$ cat config.mk
export PLATFORM = sky130hd
export DESIGN_NAME = dht11_poll_scheduler
export DESIGN_NICKNAME = d
export VERILOG_FILES = /design/src/rtl/dht11_poll_scheduler.sv
export SDC_FILE = /design/constraint.sdc
export NUM_CORES = 1
export LEC_CHECK = 0
export CAP_MARGIN = 10
export CELL_PAD_IN_SITES_DETAIL_PLACEMENT = 0
export CELL_PAD_IN_SITES_GLOBAL_PLACEMENT = 1
export CORE_MARGIN = 10
export CORE_UTILIZATION = 44
export CTS_BUF_LIST = sky130_fd_sc_hd__clkbuf_16
export DETAILED_ROUTE_END_ITERATION = 7
export PLACE_DENSITY = 0.8
export SLEW_MARGIN = 10
export SYNTH_ARGS = -nofsm -noshare
export SYNTH_HDL_FRONTEND = slang
export SYNTH_SLANG_ARGS = --single-unit
$ cat constraint.sdc
create_clock -name clk -period 3 [get_ports clk]
set_clock_uncertainty 0.2 [all_clocks]
set_input_delay 0.75 -clock clk [delete_from_list [all_inputs] [get_ports clk]]
set_output_delay 0.75 -clock clk [all_outputs]
set_load 0.05 [all_outputs]
$ cat src/rtl/dht11_poll_scheduler.sv
// Round-robin scheduler sharing one DHT11 reader among NUM_REQ requesters; SENSOR_CACHE_EN serves reqs in GAP from the last good reading.
// Latency: rd_start 1 cycle after a req is seen in IDLE; rsp_valid 1 cycle after rd_valid or after the WAIT timeout.
// Backpressure: none on rsp; requesters hold req until their rsp_valid strobe, and MIN_GAP idles the sensor between reads.
module dht11_poll_scheduler #(
    parameter int NUM_REQ = 3,
    parameter int ID_W    = 2,
    parameter int CNT_W   = 20,
    parameter int TIMEOUT = 200000,
    parameter int MIN_GAP = 100000
) (
    input  logic               clk,
    input  logic               rst,
    input  logic [NUM_REQ-1:0] req,
    output logic               rsp_valid,
    output logic [ID_W-1:0]    rsp_id,
    output logic [7:0]         rsp_data,
    output logic               rsp_timeout,
    output logic               rsp_cached,
    output logic               busy,
    output logic               rd_start,
    input  logic               rd_valid,
    input  logic [7:0]         rd_temp,
    output logic [7:0]         err_count
);

    typedef enum logic [2:0] {S_IDLE, S_START, S_WAIT, S_RESP, S_GAP} state_t;

    state_t          state;
    logic [ID_W-1:0] last_gnt;
    logic [ID_W-1:0] gnt_id;
    logic [CNT_W-1:0] timer;
    logic [CNT_W-1:0] gap_cnt;
    logic            arb_hit;
    logic [ID_W-1:0] arb_id;
    logic            grant_ok;

    // First requester above last_gnt wins; otherwise wrap to the lowest index.
    always_comb begin
        arb_hit = 1'b0;
        arb_id  = '0;
        for (int j = 0; j < NUM_REQ; j++) begin
            if (!arb_hit && req[j] && (ID_W'(j) > last_gnt)) begin
                arb_hit = 1'b1;
                arb_id  = ID_W'(j);
            end
        end
        for (int j = 0; j < NUM_REQ; j++) begin
            if (!arb_hit && req[j]) begin
                arb_hit = 1'b1;
                arb_id  = ID_W'(j);
            end
        end
    end

`ifdef SENSOR_CACHE_EN
    logic [7:0] cache_q;
    logic       cache_vld;
    logic       dead;

    // The cycle after a cached serve is dead so the served requester can drop req.
    assign grant_ok = arb_hit && !dead;
`else
    assign grant_ok   = arb_hit;
    assign rsp_cached = 1'b0;
`endif

    always_ff @(posedge clk or posedge rst) begin
        if (rst) begin
            state       <= S_IDLE;
            last_gnt    <= ID_W'(NUM_REQ - 1);
            gnt_id      <= '0;
            timer       <= '0;
            gap_cnt     <= '0;
            rsp_valid   <= 1'b0;
            rsp_id      <= '0;
            rsp_data    <= '0;
            rsp_timeout <= 1'b0;
            busy        <= 1'b0;
            rd_start    <= 1'b0;
            err_count   <= '0;
`ifdef SENSOR_CACHE_EN
            rsp_cached  <= 1'b0;
            cache_q     <= '0;
            cache_vld   <= 1'b0;
            dead        <= 1'b0;
`endif
        end else begin
            rsp_valid <= 1'b0;
            rd_start  <= 1'b0;
`ifdef SENSOR_CACHE_EN
            dead      <= 1'b0;
`endif
            case (state)
                S_IDLE: begin
                    if (grant_ok) begin
                        gnt_id   <= arb_id;
                        last_gnt <= arb_id;
                        rd_start <= 1'b1;
                        busy     <= 1'b1;
                        state    <= S_START;
                    end
                end
                S_START: begin
                    timer <= '0;
                    state <= S_WAIT;
                end
                S_WAIT: begin
                    if (rd_valid) begin
                        rsp_valid   <= 1'b1;
                        rsp_id      <= gnt_id;
                        rsp_data    <= rd_temp;
                        rsp_timeout <= 1'b0;
`ifdef SENSOR_CACHE_EN
                        rsp_cached  <= 1'b0;
`endif
                        state       <= S_RESP;
                    end else if (timer == CNT_W'(TIMEOUT - 1)) begin
                        rsp_valid   <= 1'b1;
                        rsp_id      <= gnt_id;
                        rsp_data    <= '0;
                        rsp_timeout <= 1'b1;
`ifdef SENSOR_CACHE_EN
                        rsp_cached  <= 1'b0;
`endif
                        state       <= S_RESP;
                    end else begin
                        timer <= timer + 1'b1;
                    end
                end
                S_RESP: begin
                    if (rsp_timeout) begin
                        if (err_count != 8'hFF)
                            err_count <= err_count + 1'b1;
`ifdef SENSOR_CACHE_EN
                        cache_vld <= 1'b0;
`endif
                    end else begin
`ifdef SENSOR_CACHE_EN
                        cache_q   <= rsp_data;
                        cache_vld <= 1'b1;
`endif
                    end
                    gap_cnt <= CNT_W'(MIN_GAP - 1);
                    busy    <= 1'b0;
                    state   <= S_GAP;
                end
                S_GAP: begin
                    if (gap_cnt == '0)
                        state <= S_IDLE;
                    else
                        gap_cnt <= gap_cnt - 1'b1;
`ifdef SENSOR_CACHE_EN
                    if (cache_vld && grant_ok) begin
                        last_gnt    <= arb_id;
                        rsp_valid   <= 1'b1;
                        rsp_id      <= arb_id;
                        rsp_data    <= cache_q;
                        rsp_timeout <= 1'b0;
                        rsp_cached  <= 1'b1;
                        dead        <= 1'b1;
                    end
`endif
                end
                default: state <= S_IDLE;
            endcase
        end
    end

endmodule

After elaboration in Yosys (flattened, before gate mapping)
Cells that the tools add are included.
{"block": "word_totals", "reg_bits": 69, "in_bits": 14, "wordCells": 90}
{"block": "classes", "addsub": 3, "n_reduce_logical": 26, "muxes": 34, "magnitude_cmp": 3, "eq_ne": 12}
{"operator": "one-hot mux 20 bit (2 select lines)", "n": 2}
{"operator": "two-way mux 20 bit", "n": 3}
{"operator": "adder 20 x 1 -> 20 bit, second input constant", "n": 1}
{"operator": "== test 20 x 18 -> 1 bit, second input constant", "n": 1}
{"operator": "logical NOT 20 bit", "n": 1}
{"operator": "subtractor 20 x 1 -> 20 bit, second input constant", "n": 1}
{"operator": "two-way mux 8 bit", "n": 2}
{"operator": "two-way mux 1 bit", "n": 15}
{"operator": "one-hot mux 3 bit (5 select lines)", "n": 1}
{"operator": "two-way mux 2 bit", "n": 6}
{"operator": "two-way mux 3 bit", "n": 4}
{"operator": "!= test 2 bit, second input constant", "n": 5}
{"operator": "AND reduction 3 bit", "n": 3}
{"operator": "adder 8 x 1 -> 8 bit, second input constant", "n": 1}
{"operator": "logical AND 1 bit", "n": 8}
{"operator": "!= test 8 bit, second input constant", "n": 1}
{"operator": "AND reduction 2 bit", "n": 4}
{"operator": "nonzero test 2 bit", "n": 4}
{"operator": "== test 3 x 2 -> 1 bit, second input constant", "n": 2}
{"operator": "logical NOT 1 bit", "n": 5}
{"operator": "> comparator 1 x 2 -> 1 bit, first input constant", "n": 2}
{"operator": "== test 3 x 1 -> 1 bit, second input constant", "n": 1}
{"operator": "== test 3 bit, second input constant", "n": 1}
{"operator": "logical NOT 3 bit", "n": 1}
{"operator": "3 further kinds", "n": 3}

Depth between registers and ports, before layout
Gate-level depths: netlist of the first run.
{"block": "depth", "depth_word": 22, "ltp_mapped": 7, "mapped_depth_nobuf": 6}

Least setup slack after synthesis of the first run
OpenSTA, ideal clock, no wires.
{"block": "synth_timing", "kind": "in2reg", "startpoint": "input rd_valid", "endpoint": "register timer[12]", "stages": 6, "setup_time_ns": 0.132, "path_slack_ns": 0.632, "arrival_time_ns": 2.036, "path_buffers": 1, "path_cell_list": "or4b_1 buf_2 nor4_4 nand3_1 xor2_1 nor2_1"}
{"block": "synth_between", "elab_chain_len": 2}
{"element": "start, declared", "line": "21", "rtl": "input logic rd_valid,"}
{"element": "!= test 2 bit (no line)"}
{"element": "AND reduction 3 bit (no line)"}
{"element": "end signal, assigned", "line": "127", "rtl": "timer <= timer + 1'b1;"}
{"element": "end, declared", "line": "31", "rtl": "logic [CNT_W-1:0] timer;"}
Every way passes these cells.
A chain may end at the register's enable or synchronous reset.

Final worst setup path of the first run
{"block": "layout_timing", "startpoint": "register err_count[4]", "endpoint": "output err_count[4]"}
{"element": "start, declared", "line": "23", "rtl": "output logic [7:0] err_count"}
{"element": "start signal, assigned", "line": "133", "rtl": "err_count <= err_count + 1'b1;"}
No word-level cell between the ends.

==> results of run 1 <==
[where the power goes]
part           switching [mW]  total [mW]  internal (mW)
clock network           0.390        1.20          0.810
registers               0.177        1.27           1.09
logic                   0.691        1.08          0.392
total                    1.26        3.55           2.29
[placed cells by master, fill, tap and decap left out, types with 2 or more instances in the layout]
cell             instances
a211oi_1                 3
a21o_1                   2
a21oi_1                 16
a22o_1                   8
a31oi_1                  2
and3_1                   7
and4_1                   3
buf_4                    7
bufinv_16                3
clkbuf_16                9
clkdlybuf4s50_1         35
clkinv_4                 2
dfrtp_1                 67
ha_1                     4
inv_1                    9
mux2_2                   3
mux2i_1                  5
nand2_1                 24
nand3_1                 16
nand3b_1                 4
nand4_1                  7
nor2_1                  20
nor3_1                   7
nor3b_1                  3
nor4_1                   6
nor4_4                   3
nor4b_1                  2
o211ai_1                 4
o21ai_0                 18
o31ai_1                  7
or2_2                    3
or3_1                    8
or3b_2                   2
or4_1                    6
or4_4                    2
xnor2_1                 11
xor2_1                   8
[kinds of logic after synthesis]
logic type      synth area share (%)
compound gates                  13.8
xor+xnor                        4.96
fa+ha+maj                       1.49
buf+inv                         2.57
flops                           50.7
mux                             2.50
other cells                    0.112
simple gates                    23.9
[cell type report]
| type | instances | area share [%] |
|---|---|---|
| Multi-Input combinational cell | 232 | 37.4 |
| Clock buffer | 9 | 5.37 |
| Sequential cell | 68 | 40.6 |
| Inverter | 9 | 0.806 |
| Clock inverter | 7 | 2.78 |
| Timing Repair Buffer | 43 | 10.1 |
| Tap cell | 99 | 2.96 |
[per-layer routing]
| layer | track usage [%] | vias to the layer above |
|---|---|---|
| li1 | - | 1269 |
| met1 | 17.9 | 1297 |
| met2 | 21.2 | 51 |
| met3 | 5.99 | 2 |
| met4 | 3.44 | 0 |
| met5 | 0 | - |
[synthesized netlist by cell type (all sizes together) (2+ instances only)]
cell,instances,area share (%)
a21oi,16,2.4
xor2,8,2.1
buf,4,0.67
clkbuf,8,0.89
nor2,21,2.4
and4,3,0.78
nor3,8,1.3
a22o,8,2.1
and3,7,1.3
or3b,2,0.52
o21ai,19,2.9
dfrtp,67,50
nand4,7,1.3
nand3,17,2.7
or4,8,2.0
ha,4,1.5
a21o,2,0.45
a31oi,2,0.37
xnor2,11,2.9
a211oi,3,0.67
nor4b,3,1.2
mux2,3,1.0
or2,3,0.56
nand3b,4,0.89
o31ai,7,1.6
o211ai,4,0.89
or3,8,1.5
mux2i,5,1.5
nand2,24,2.7
inv,9,1.0
nor3b,3,0.67
nor4,9,3.0
[final timing paths]
| path | startpoint | end | slack [ns] |
|---|---|---|---|
| min reg2reg | busy$_DFFE_PP0P_ | busy$_DFFE_PP0P_ | 0.28 |
| min | busy$_DFFE_PP0P_ | busy$_DFFE_PP0P_ | 0.28 |
| max in group asynchronous | rst | timer[18]$_DFFE_PP0P_ | 1.40 |
| min in group asynchronous | rst | busy$_DFFE_PP0P_ | 0.61 |
| max reg2reg | gap_cnt[6]$_DFFE_PP0P_ | gap_cnt[15]$_DFFE_PP0P_ | 0.54 |
| max | err_count[4]$_DFFE_PP0P_ | err_count[4] | 0.40 |
[state kept, by name, indices dropped and copies added (netlist names)]
signal and count:
gnt_id 1, rsp_data 8, timer 20, rd_start 1, rsp_valid 1, last_gnt 2, state 3, gap_cnt 20
rsp_id 2, err_count 8, busy 1, rsp_timeout 1
[per-stage QoR]
stage          utilization (%)  worst slack (ns)  cell area, um2  hold WS, ns  total power, mW
4_1_cts                   57.2             0.397            4190        0.286             3.59
6_report                  57.2             0.403            4190        0.282             3.55
2_1_floorplan                -             0.340            3360        0.261             1.98
3_5_place_dp              52.5             0.143            3850        0.270             2.37
5_1_grt                   57.2             0.324            4190        0.316             3.72
3_3_place_gp              52.5             0.184            3850        0.263             2.35
==> flow_summary.yaml, run 1 <==
status:
  status: "finished, final reports clean"
grt:
  grt_use_total_pct: 13.9
  grt_first_pass_wirelength_um: 12900
  grt_pass1_vias: 2628
  antenna_found_initial: 0
  grt_max_degree: 37
  grt_overflow: 0
detailed_routing:
  wl_per_cell_um: 16.6
  drt_iter0_drc: 130
  highest_layer: "met4"
  wl_met2_um: 3580
  dr_wl_met3_um: 513
  num_vias: 2619
  final_antenna_net_count: 0
  via_per_inst: 5.61
  drcViolationCount: 0
  drt-total-wl_um: 7740
  firstDrtPassIters: 4
  wl_met1_um: 3610
clocking:
  clockBufferDepth: 2
  cts_resized: 0
  cts_buffers: 9
  cts_sinks: 68
  insertion_delay_ns: 0.32
  ctsHoldBuffers: 0
  tritoncts: "done"
  cts_setup_buffers: 0
  clockRootBuffer: "clkbuf_16"
  clkSlewWorstSetupHoldPaths_ns: 0.06
  htreeDepth: 3
floorplanning:
  rows: 31
  die_w_um: 107
  die-area_um2: 11500
  die_h_um: 107
  num_io_pins: 37
  initial_utilization_pct: 45.8
  core_um2: 7330
critical_path:
  crit_family: "buffers and inverters"
  critPathCaptureType: "output port"
  start_kind: "flip-flop"
  crit_path_top_delay_cell: "clkdlybuf4s50_1"
  slowest_delay_ns: 0.86
  cp.depth: 1
  r2r_cells: 5
  crit_type: "flip-flop to output port"
  cp.arrival_ns: 1.65
  crit_buf_inv: 1
  cp_data_required_time_ns: 2.05
  cp_max_fo: 6
  crit_chain: "clkdlybuf4s50_1"
power_and_ir_drop:
  p_per_area_nw_per_um2: 847
  ir_drop_mv: 0.642
  leakage_nw: 1.75
timing:
  tns_ns: 0
  rsz0062_at_grt: "false"
  hold_viol_final: 0
  clock.fmax_mhz: 385
  fin_crit_ns: 2.60
  setup_viol: 0
  fin_crit_sh_pct: 86.6
  slew_headroom_pct: 46.1
  tightest_slew_ns: 0.801
  slew_violations: 0
finish:
  fillers: 649
  drive_above_1_share_pct: 12.0
  layout.cells.non_filler: 467
  diodes: 0
  register_area_um2: 1700
  multiInputGateArea_um2: 1570
  synthToLayoutAreaGrowth_pct: 24.9
  layout.nets: 381
logic_synthesis:
  ys_async_sr_fraction_pct: 100
  synth-seq-cells: 68
  ys_types: 54
  synth_ff_type: "dfrtp_1"
  synthCells: 321
  synth_edf_count: 0
  yosysSeqAreaShare_pct: 50.7
  yosys_warnings: 0
  syn_nets: 339
  syn_area_um2: 3360
  avgSynthCellArea_um2: 10.5
placement:
  hpwl_um: 5350
  port_buffers: 35
  placed_cells: 451
  routabilityCongestion: 0.858
flow_run:
  max-cap-violations: 0
min_path:
  min_path_type: "flip-flop to flip-flop"
  whs_path_depth: 1
Note: power is estimated with default switching activity, not from simulation.
==> run 2: changes to the inputs <==
CELL_PAD_IN_SITES_GLOBAL_PLACEMENT = 2   (was 1)
CORE_UTILIZATION = 36   (was 44)
PLACE_DENSITY = 0.79   (was 0.8)
==> flow_summary.yaml, run 2 (same netlist as run 1, synthesis figures left out) <==
min_path:
  hold_end: "busy$_DFFE_PP0P_"
  hold_start: "busy$_DFFE_PP0P_"
  whs_path_depth: 1
  min_path_type: "flip-flop to flip-flop"
clocking:
  clockBufferDepth: 2
  cts_buffers: 9
  insertion_delay_ns: 0.33
  tritoncts: "done"
  cts_resized: 0
  clockRootBuffer: "clkbuf_16"
  htreeDepth: 3
  clkSlewWorstSetupHoldPaths_ns: 0.05
  cts_setup_buffers: 0
  cts_sinks: 68
  ctsHoldBuffers: 0
grt:
  grt_max_degree: 69
  grt-busiest-layer: "met2"
  grtUsageMet1_pct: 15.7
  use_met2_pct: 18.6
  grt_overflow: 0
  grt_use_total_pct: 12.1
  grt_first_pass_wirelength_um: 13200
  antenna_found_initial: 0
  grt_pass1_vias: 2595
  met3_usage_pct: 4.26
timing:
  whs_ns: 0.283
  tns_ns: 0
  clock.fmax_mhz: 389
  hold_viol_final: 0
  fin_crit_sh_pct: 85.6
  tightest_slew_ns: 0.637
  slew_violations: 0
  slew_headroom_pct: 57.2
  setup_viol: 0
  fin_crit_ns: 2.57
  rsz0062_at_grt: "false"
critical_path:
  reg2reg_from: "timer[0]$_DFFE_PP0P_"
  start_kind: "flip-flop"
  crit_path_top_delay_cell: "clkdlybuf4s50_1"
  cp_data_required_time_ns: 2.05
  cp.arrival_ns: 1.62
  critPathCaptureType: "output port"
  slowest_delay_ns: 0.85
  r2r_cells: 7
  crit_family: "buffers and inverters"
  r2r-end: "state[0]$_DFFE_PP0P_"
  crit_chain: "clkdlybuf4s50_1"
  cp_max_fo: 6
  cp-startpoint: "err_count[4]$_DFFE_PP0P_"
  crit_type: "flip-flop to output port"
  crit_buf_inv: 1
  reg2reg_setup_slack_ns: 0.54
floorplanning:
  rows: 35
  die_w_um: 117
  die-area_um2: 13600
  initial_utilization_pct: 36.7
  core_um2: 9150
  die_h_um: 117
  num_io_pins: 37
finish:
  final_util_pct: 45.5
  synthToLayoutAreaGrowth_pct: 24.1
  reg_top3: "gap_cnt: 20 flops, timer: 20 flops"
  fillers: 858
  drive_above_1_share_pct: 11.2
  layout_commonest_cell: "dfrtp_1"
  layout.cells.non_filler: 477
  layout.nets: 380
  register_area_um2: 1700
  diodes: 0
  multiInputGateArea_um2: 1570
  mostFrequentLayoutCells: "dfrtp_1 (67), clkdlybuf4s50_1 (35), nand2_1 (24)"
placement:
  routabilityCongestion: 0.733
  placed_cells: 462
  port_buffers: 35
  hpwl_um: 5130
detailed_routing:
  firstDrtPassIters: 4
  final_antenna_net_count: 0
  drt-total-wl_um: 7660
  wl_per_cell_um: 16.1
  drt_iter0_drc: 93
  num_vias: 2607
  drcViolationCount: 0
  via_per_inst: 5.47
power_and_ir_drop:
  power_mw: 3.44
  leakage_nw: 1.73
  ir_drop_mv: 0.554
  p_per_area_nw_per_um2: 826
status:
  status: "finished, final reports clean"
flow_run:
  max-cap-violations: 0
[run 2: how the worst max path moves through the flow]
stage,slack (ns),cells after the start,to
after floorplan,0.34,1,busy$_DFFE_PP0P_
final,0.43,1,err_count[4]
after global routing,0.27,7,state[0]$_DFFE_PP0P_
after global placement,0.17,6,timer[12]$_DFFE_PP0P_
after detailed placement,0.16,6,timer[12]$_DFFE_PP0P_
after CTS,0.42,1,err_count[4]
[run 2: per-stage QoR]
stage          area [um2]  setup slack [ns]
2_1_floorplan        3360             0.340
3_3_place_gp         3860             0.170
3_5_place_dp         3860             0.165
4_1_cts              4160             0.418
5_1_grt              4160             0.271
6_report             4160             0.432
[run 2: metal layers]
layer | part of all wire (%) | vias to the layer above | wire, um
met5 | 0 | - | 0
met1 | 48 | 1280 | 3710
met4 | 1.2 | 0 | 93
li1 | - | 1276 | -
met3 | 5.4 | 10 | 410
met2 | 45 | 41 | 3450
[run 2: final cells by class]
class	instances	area share, %
multi-input cells	232	37.6
inverters	9	0.811
clock buffers	9	5.41
well taps	111	3.34
flip-flops and latches	68	40.9
clock inverters	6	1.95
repair buffers	42	9.98
[run 2: power by group]
| part | internal (mW) | leakage [nW] | switching (mW) | total [mW] |
|---|---|---|---|---|
| Sequential | 1.09 | 0.867 | 0.175 | 1.27 |
| Combinational | 0.383 | 0.709 | 0.691 | 1.07 |
| Clock | 0.717 | 0.154 | 0.384 | 1.10 |
| Total | 2.19 | 1.73 | 1.25 | 3.44 |
